<file path="src/rtl/uart_pkg.sv">
// Shared UART definitions: FSM state encoding, default bit timing and parity helper.
package uart_pkg;

  localparam int DEF_CLKS_PER_BIT = 868;
  localparam int PAR_MAX_W        = 32;

  typedef enum logic [2:0] {
    ST_IDLE,
    ST_POP,
    ST_LOAD,
    ST_START,
    ST_DATA,
    ST_PARITY,
    ST_STOP
  } uart_state_e;

  // Callers zero-extend their data word; the extra zeros do not change parity.
  function automatic logic parity_bit(input logic [PAR_MAX_W-1:0] data, input logic odd);
    return (^data) ^ odd;
  endfunction

endpackage

</file>
<file path="src/rtl/uart_tx_fifo_drain_if.sv">
// Read-side port of the TX FIFO: the UART engine pops, the FIFO supplies data and empty.
interface uart_tx_fifo_drain_if #(
  parameter int DATA_WIDTH = 8
);
  logic                  fifo_empty;
  logic [DATA_WIDTH-1:0] fifo_dout;
  logic                  fifo_rd_en;

  modport master (input fifo_empty, input fifo_dout, output fifo_rd_en);
  modport slave  (output fifo_empty, output fifo_dout, input fifo_rd_en);
endinterface

</file>
<file path="src/rtl/uart_bit_timer.sv">
// Per-bit clock counter; bit_tick marks the last clk cycle of each bit period.
module uart_bit_timer
  import uart_pkg::*;
#(
  parameter int CLKS_PER_BIT = DEF_CLKS_PER_BIT
) (
  input  logic clk,
  input  logic reset,
  input  logic clr,
  output logic bit_tick
);

  localparam int              CNT_W = $clog2(CLKS_PER_BIT);
  localparam logic [CNT_W-1:0] LAST = CNT_W'(CLKS_PER_BIT - 1);

  logic [CNT_W-1:0] cnt_q, cnt_d;

  assign bit_tick = (cnt_q == LAST);

  always_comb begin
    cnt_d = cnt_q + CNT_W'(1);
    if (clr || bit_tick) cnt_d = '0;
  end

  always_ff @(posedge clk or posedge reset) begin
    if (reset) cnt_q <= '0;
    else       cnt_q <= cnt_d;
  end

endmodule

</file>
<file path="src/rtl/uart_tx_fifo_drain.sv">
// UART transmitter that pops one byte per frame from the TX FIFO and serialises it on tx.
module uart_tx_fifo_drain
  import uart_pkg::*;
#(
  parameter int DATA_WIDTH   = 8,
  parameter int CLKS_PER_BIT = DEF_CLKS_PER_BIT,
  parameter int PARITY_EN    = 0,
  parameter int PARITY_ODD   = 0,
  parameter int STOP_BITS    = 1
) (
  input  logic                  clk,
  input  logic                  reset,
  uart_tx_fifo_drain_if.master  fifo_if,
  output logic                  tx,
  output logic                  busy,
  output logic                  tx_done
);

  localparam int               BIT_W     = (DATA_WIDTH > 2) ? $clog2(DATA_WIDTH) : 2;
  localparam logic [BIT_W-1:0] LAST_DATA = BIT_W'(DATA_WIDTH - 1);
  localparam logic [BIT_W-1:0] LAST_STOP = BIT_W'(STOP_BITS - 1);

  uart_state_e           state_q, state_d;
  logic [DATA_WIDTH-1:0] shift_q, shift_d;
  logic [BIT_W-1:0]      bit_q, bit_d;
  logic                  par_q, par_d;
  logic                  tx_q, tx_d;
  logic                  timer_clr;
  logic                  bit_tick;

  uart_bit_timer #(.CLKS_PER_BIT(CLKS_PER_BIT)) u_timer (
    .clk      (clk),
    .reset    (reset),
    .clr      (timer_clr),
    .bit_tick (bit_tick)
  );

  assign fifo_if.fifo_rd_en = (state_q == ST_POP);
  assign busy               = (state_q != ST_IDLE);
  assign tx                 = tx_q;

  always_comb begin
    state_d   = state_q;
    shift_d   = shift_q;
    bit_d     = bit_q;
    par_d     = par_q;
    timer_clr = 1'b0;
    tx_done   = 1'b0;
    case (state_q)
      ST_IDLE: begin
        timer_clr = 1'b1;
        if (!fifo_if.fifo_empty) state_d = ST_POP;
      end
      ST_POP: begin
        timer_clr = 1'b1;
        state_d   = ST_LOAD;
      end
      // FIFO dout is valid now, one cycle after the pop strobe.
      ST_LOAD: begin
        timer_clr = 1'b1;
        shift_d   = fifo_if.fifo_dout;
        par_d     = parity_bit(PAR_MAX_W'(fifo_if.fifo_dout), PARITY_ODD != 0);
        bit_d     = '0;
        state_d   = ST_START;
      end
      ST_START: begin
        if (bit_tick) state_d = ST_DATA;
      end
      ST_DATA: begin
        if (bit_tick) begin
          shift_d = shift_q >> 1;
          if (bit_q == LAST_DATA) begin
            bit_d   = '0;
            state_d = (PARITY_EN != 0) ? ST_PARITY : ST_STOP;
          end else begin
            bit_d = bit_q + BIT_W'(1);
          end
        end
      end
      ST_PARITY: begin
        if (bit_tick) state_d = ST_STOP;
      end
      ST_STOP: begin
        if (bit_tick) begin
          if (bit_q == LAST_STOP) begin
            bit_d   = '0;
            tx_done = 1'b1;
            state_d = ST_IDLE;
          end else begin
            bit_d = bit_q + BIT_W'(1);
          end
        end
      end
      default: state_d = ST_IDLE;
    endcase

    // tx is registered from the state being entered so it lines up with state_q.
    case (state_d)
      ST_START:  tx_d = 1'b0;
      ST_DATA:   tx_d = shift_d[0];
      ST_PARITY: tx_d = par_d;
      default:   tx_d = 1'b1;
    endcase
  end

  always_ff @(posedge clk or posedge reset) begin
    if (reset) begin
      state_q <= ST_IDLE;
      shift_q <= '0;
      bit_q   <= '0;
      par_q   <= 1'b0;
      tx_q    <= 1'b1;
    end else begin
      state_q <= state_d;
      shift_q <= shift_d;
      bit_q   <= bit_d;
      par_q   <= par_d;
      tx_q    <= tx_d;
    end
  end

endmodule

</file>
<file path="src/flat_wrapper.sv">
// flat-port wrapper written by rule: the top's interface ports become plain ports
module uart_tx_fifo_drain_flat import uart_pkg::*;
#(
  parameter int DATA_WIDTH   = 8,
  parameter int CLKS_PER_BIT = DEF_CLKS_PER_BIT,
  parameter int PARITY_EN    = 0,
  parameter int PARITY_ODD   = 0,
  parameter int STOP_BITS    = 1
)
  (clk, reset, tx, busy, tx_done, fifo_if_fifo_empty, fifo_if_fifo_dout, fifo_if_fifo_rd_en);
  uart_tx_fifo_drain_if #(.DATA_WIDTH(DATA_WIDTH)) fifo_if_i ();
  input  logic clk;
  input  logic reset;
  output logic tx;
  output logic busy;
  output logic tx_done;
  input wire logic [$bits(fifo_if_i.fifo_empty)-1:0] fifo_if_fifo_empty;
  input wire logic [$bits(fifo_if_i.fifo_dout)-1:0] fifo_if_fifo_dout;
  output wire logic [$bits(fifo_if_i.fifo_rd_en)-1:0] fifo_if_fifo_rd_en;
  assign fifo_if_i.fifo_empty = fifo_if_fifo_empty;
  assign fifo_if_i.fifo_dout = fifo_if_fifo_dout;
  assign fifo_if_fifo_rd_en = fifo_if_i.fifo_rd_en;
  uart_tx_fifo_drain #(.DATA_WIDTH(DATA_WIDTH), .CLKS_PER_BIT(CLKS_PER_BIT), .PARITY_EN(PARITY_EN), .PARITY_ODD(PARITY_ODD), .STOP_BITS(STOP_BITS)) u_core (.clk(clk), .reset(reset), .fifo_if(fifo_if_i), .tx(tx), .busy(busy), .tx_done(tx_done));
endmodule
</file>
<file path="config.mk">
export PLATFORM = sky130hd
export DESIGN_NAME = uart_tx_fifo_drain_flat
export DESIGN_NICKNAME = d
export VERILOG_FILES = /design/src/rtl/uart_pkg.sv /design/src/rtl/uart_tx_fifo_drain_if.sv /design/src/rtl/uart_bit_timer.sv /design/src/rtl/uart_tx_fifo_drain.sv /design/src/flat_wrapper.sv
export SDC_FILE = /design/constraint.sdc
export NUM_CORES = 1
export LEC_CHECK = 0
export BUFFER_PORTS_ARGS = -buffer_cell sky130_fd_sc_hd__buf_2
export CORE_UTILIZATION = 42
export DETAILED_ROUTE_END_ITERATION = 8
export SLEW_MARGIN = 20
export SYNTH_ARGS = -nofsm -noshare
export SYNTH_HDL_FRONTEND = slang
export SYNTH_SLANG_ARGS = --single-unit
</file>
<file path="constraint.sdc">
create_clock -name clk -period 4.3 [get_ports clk]
set_clock_uncertainty 0.1 [all_clocks]
set_input_delay 0.215 -clock clk [delete_from_list [all_inputs] [get_ports clk]]
set_output_delay 0.215 -clock clk [all_outputs]
set_load 0.01 [all_outputs]
</file>
---- Yosys cells after proc, flatten, opt, wreduce, memory -nomap -nowiden ----
Index checks and enable logic that the tools add are counted.
word-level totals
  output and inout port bits .............. 4
  bits of input ports ..................... 11
  word-level logic and storage cells ...... 54
  flip-flop bits (word level) ............. 26
operators by class
  equal/unequal tests ..................... 13
  $add $sub $neg .......................... 2
  reduce and logical (&&, ||, !) cells .... 10
  multiplexer cells ....................... 22
operators by type and width
  kind                     count
  $mux W3                  11
  $reduce_xor A32 Y1       1
  $pmux W3 S7              1
  $eq A3 B3 Y1 const B     6
  $pmux W8 S2              1
  $add A10 B1 Y10 const B  1
  $eq A10 B10 Y1 const B   1
  $mux W10                 1
  $eq A3 B2 Y1 const B     3
  $pmux W3 S3              1
  $mux W8                  1
  $logic_not A3 Y1         2
  $reduce_bool A3 Y1       2
  $mux W1                  5
  $ne A2 B2 Y1 const B     2
  $add A3 B1 Y3 const B    1
  $eq A3 B1 Y1 const B     1
  $pmux W1 S3              1
  $reduce_and A3 Y1        1
  $reduce_or A3 Y1         1
  $reduce_and A2 Y1        1
  $reduce_bool A2 Y1       1
  $logic_or A1 B1 Y1       1

---- Longest topological paths before layout ----
  depth after elaboration ................. 6
  gate-level depth with buffers ........... 8
  gate-level depth less buffers ........... 8

---- Hierarchy ----
From an unflattened synthesis, not the netlist that was laid out.
unflattened totals
  cells, all modules ...................... 161
  area total of the unflattened synthesis .. 1521.5 um2
modules (own cells, without submodules)
  module              times used  cells each  area each (um2)  seq. area each (um2)
  uart_tx_fifo_drain  1           104         952.2            401.6
  uart_bit_timer      1           57          569.3            250.2

---- Worst setup path after synthesis ----
Ideal clock, no wire load.
  kind .................................... register to output
  start ................................... reg u_core.u_timer.cnt_q[0]
  end ..................................... out tx_done
  data required time ...................... 3.985 ns
  buffers on the path ..................... 1
  stages on the path, launching flop included .. 7
  arrival ................................. 2.053 ns
  path slack .............................. 1.932 ns
  cells stage by stage .................... dfrtp_1 > ha_1 > or4b_4 > or3_1 > buf_6 > nor4_4 > nor2b_1
on the way
  cells in the longest elaborated chain, start to end .. 3
ends and longest elaborated chain
  what                    line                      source
  from (decl)             uart_bit_timer.sv:16      logic [CNT_W-1:0] cnt_q, cnt_d;
  from (signal assigned)  uart_bit_timer.sv:27      else cnt_q <= cnt_d;
  $eq A10 B10 Y1          uart_bit_timer.sv:18      assign bit_tick = (cnt_q == LAST);
  $mux W1                 uart_tx_fifo_drain.sv:84  if (bit_tick) begin
  $mux W1                 uart_tx_fifo_drain.sv:49  case (state_q)
  to (decl)               flat_wrapper.sv:16        output logic tx_done;
Every way passes these cells.

---- Worst setup path in the final report ----
Ends and elaborated chain as after synthesis.

==> impl_metrics.ini <==
[detailed_routing]
route.detailed.vias_per_inst = 5.29
detailedRoute.firstIterationViolations = 50
routed-via-count = 1095
avgRoutedWirePerCell_um = 12.6
wirelength_um = 2600
drc_errors = 0
drt_pre_antenna_iters = 4
route.antenna.remaining_nets = 0

[timing]
report.final.slew_viol_count = 0
setup_repair_after_global_routing_missed_its_margin = no
setup_viol_count_final = 0
achievable-frequency_mhz = 344
layout_worst_path_cycle_share_pct = 67.7
hold_viol = 0
setup_tns_ps = 0
worstMarginPinSlew_ps = 915
fin_crit_ps = 2910
max-slew-margin-rel_pct = 38.6

[clocking]
clock_root_buffer = clkbuf_4
post_cts.resized_instances = 0
clock_sinks = 26
post-cts-setup-buffers = 0
cts_buffer_depth = 2
tritoncts.num_buffers = 3
clock_tree.htree_level_count = 1
worstSkewPairLatency_ps = 310
cts.reportedPaths.clkPinSlew_ps = 140
clock_tree_from_tritoncts = done

[worst_setup_path]
endpoint_type_of_the_worst_setup_path = primary output
r2r_start = u_core.u_timer.cnt_q[0]
worst_ep_required_time_ps = 3980
cell_chain_critical_path = ha_1 -> or4b_4 -> or3_1 -> nor4_4 -> nor2b_1 -> buf_2
slack_of_the_worst_reg_to_reg_path_ps = 1710
worst-endpoint-arrival_ps = 2590
startpoint_type = register
critical_path_class = reg2out
timing.critical_path.max_delay_family = simple AND/OR/NAND/NOR gates
timing.critical_path.slowest_cell_delay_ps = 530
critical_path_peak_fanout = 8
critical_path.reg2reg.endpoint = u_core.tx
slowest_stage = or3_1
depth_of_the_most_critical_reg_to_reg_path = 7
critical_path_buffers_and_inverters = 1

[synth]
synth.ff_latch_count = 26
syn_avg_cell_area_um2 = 9.59
synth_edf_count = 0
synth.yosys.seq_area_share_pct = 45.6
post_synth_instance_area_um2 = 1430
syn-instance-count = 149
yosysWarnings = 0
ys_dominant_reg_cell = dfrtp_1
nets_in_the_synthesized_netlist = 164
synth.lib_cells_used.distinct = 38
asyncSetResetFlopFracSynth_pct = 100

[grt]
maximum_number_of_pins_on_one_net_before_global_route_repair = 27
grt-ovfl-total = 0
global_route_wire_length_before_repair_um = 4430
via_count_of_the_first_global_routing_pass = 1021
antenna_found_initial = 0
grt_usage_pct = 16.4

[min_path]
min_delay_path_depth = 3
hold_path.class = in2reg
holdPathEnd = u_core.shift_q[7]
worst_hold_startpoint = fifo_if_fifo_dout[7]

[place]
hpwl_um = 1890
dpl-instance-area_um2 = 1530
place.gp.congestion = 0.820
portBuffers = 14

[die]
pin_count = 15
floorplan.die.width_um = 60.3
design.die.area_um2 = 3640
num_rows = 20
die_height_um = 60.3
core_region_area_um2 = 3130
initial_cell_density_of_the_core_pct = 45.7

[pwr]
power.static_leakage_nw = 0.737
powerDensity_nw_per_um2 = 259
peakVddDrop_uv = 142

[finish]
antenna-diode-count = 0
final_cell_area_um2 = 1580
leading_cell_types_in_the_layout_fill_and_taps_excluded = 25 x dfrtp_1, 17 x nand2_1, 17 x nor2_1, 14 x buf_2, 12 x xnor2_1
fin_nets = 179
layout_area_growth_over_synthesis_pct = 10.2
final_layout_size_suffix_gt1_share_pct = 16.0
layout.cells.most_common = dfrtp_1

[job]
drv.max_cap_violation_count = 0

[run_status]
outcome = finished clean
## how the worst max path moves through the flow
stage | depth (start not counted) | end | from
floorplan | 6 | tx_done | u_core.u_timer.cnt_q[0]
global placement | 7 | u_core.tx | u_core.u_timer.cnt_q[0]
detailed placement | 7 | u_core.tx | u_core.u_timer.cnt_q[0]
CTS | 6 | tx_done | u_core.u_timer.cnt_q[0]
global route | 6 | tx_done | u_core.u_timer.cnt_q[0]
finish | 6 | tx_done | u_core.u_timer.cnt_q[0]
## timing repair
action | 4_1_cts | 5_1_grt
hold buffers | 0 | 1
endpoints found under the setup margin | 0 | 0
hold endpoints to repair | 0 | 25
## cell families (layout without fill, tap and decap cells)
logic type / Yosys count / after routing / share of synthesized area (%)
xor+xnor: 15 / 15 / 9.19
mux: 1 / 1 / 0.701
flops: 26 / 26 / 45.6
simple gates: 60 / 60 / 22.5
buf+inv: 16 / 30 / 4.90
compound gates: 27 / 27 / 13.6
fa+ha+maj: 4 / 4 / 3.50
## report_power, final
group	internal (W)	switching [W]	total, W
combinational	0.0000147	0.0000176	0.0000323
sequential	0.000252	0.00000326	0.000255
clock	0.0000517	0.0000680	0.000120
total	0.000318	0.0000889	0.000407
## worst reg2reg max path: stages (launching register included)
cell      delay (ps)
dfrtp_1          410
ha_1             230
or4b_4           520
or3_1            530
nor4_4           300
a211oi_2          80
nor4_1           280
a21oi_1           70
## flip-flops by register name, summed over array words and instances, names as in the netlist
| name | count |
|---|---|
| u_core.u_timer.cnt_q | 10 |
| u_core.bit_q | 3 |
| u_core.shift_q | 8 |
| u_core.tx | 1 |
| u_core.par_q | 1 |
| u_core.state_q | 3 |
## stage by stage
step | instances | setup slack [ps] | util, % | hold slack, ps | power, W
global placement | 202 | 1760 | 48.9 | 347 | 0.000291
CTS | 206 | 1370 | 50.0 | 29.0 | 0.000413
global route | 207 | 1250 | 50.4 | 35.0 | 0.000427
finish | 207 | 1390 | 50.4 | 39.6 | 0.000407
floorplan | 149 | 1930 | - | 154 | 0.000280
detailed placement | 202 | 1740 | 48.9 | 360 | 0.000292
## synth_stat cells, drive strengths merged (2+ instances only)
cell type,n,area (um2)
a21oi,5,25.0
a22o,2,17.5
a22oi,7,52.6
buf,3,21.3
clkbuf,3,11.3
dfrtp,25,626
ha,4,50.1
inv,10,37.5
nand2,17,63.8
nand3,4,20.0
nand4,3,18.8
nor2,17,63.8
nor2b,2,12.5
nor3,4,20.0
nor4,4,55.1
o21ai,4,20.0
or3,3,18.8
xnor2,12,105
xor2,3,26.3
## cell type report
| cell class | count | area (um2) |
|---|---|---|
| repair buffers | 16 | 87.6 |
| flip-flops and latches | 26 | 652 |
| inverters | 10 | 37.5 |
| multi-input cells | 107 | 707 |
| fillers | 310 | 1550 |
| well taps | 44 | 55.1 |
| clock buffers | 4 | 36.3 |
## per-layer routing
metal	wire length (um)	share of wire (%)	track usage [%]	vias to the layer above
met5	0	0	0	-
met4	21	0.81	6.98	0
met3	70	2.7	1.95	2
met2	1230	47	26.8	17
met1	1290	49	21.8	534
li1	-	-	-	542
Power figures use the tool's default switching activity.
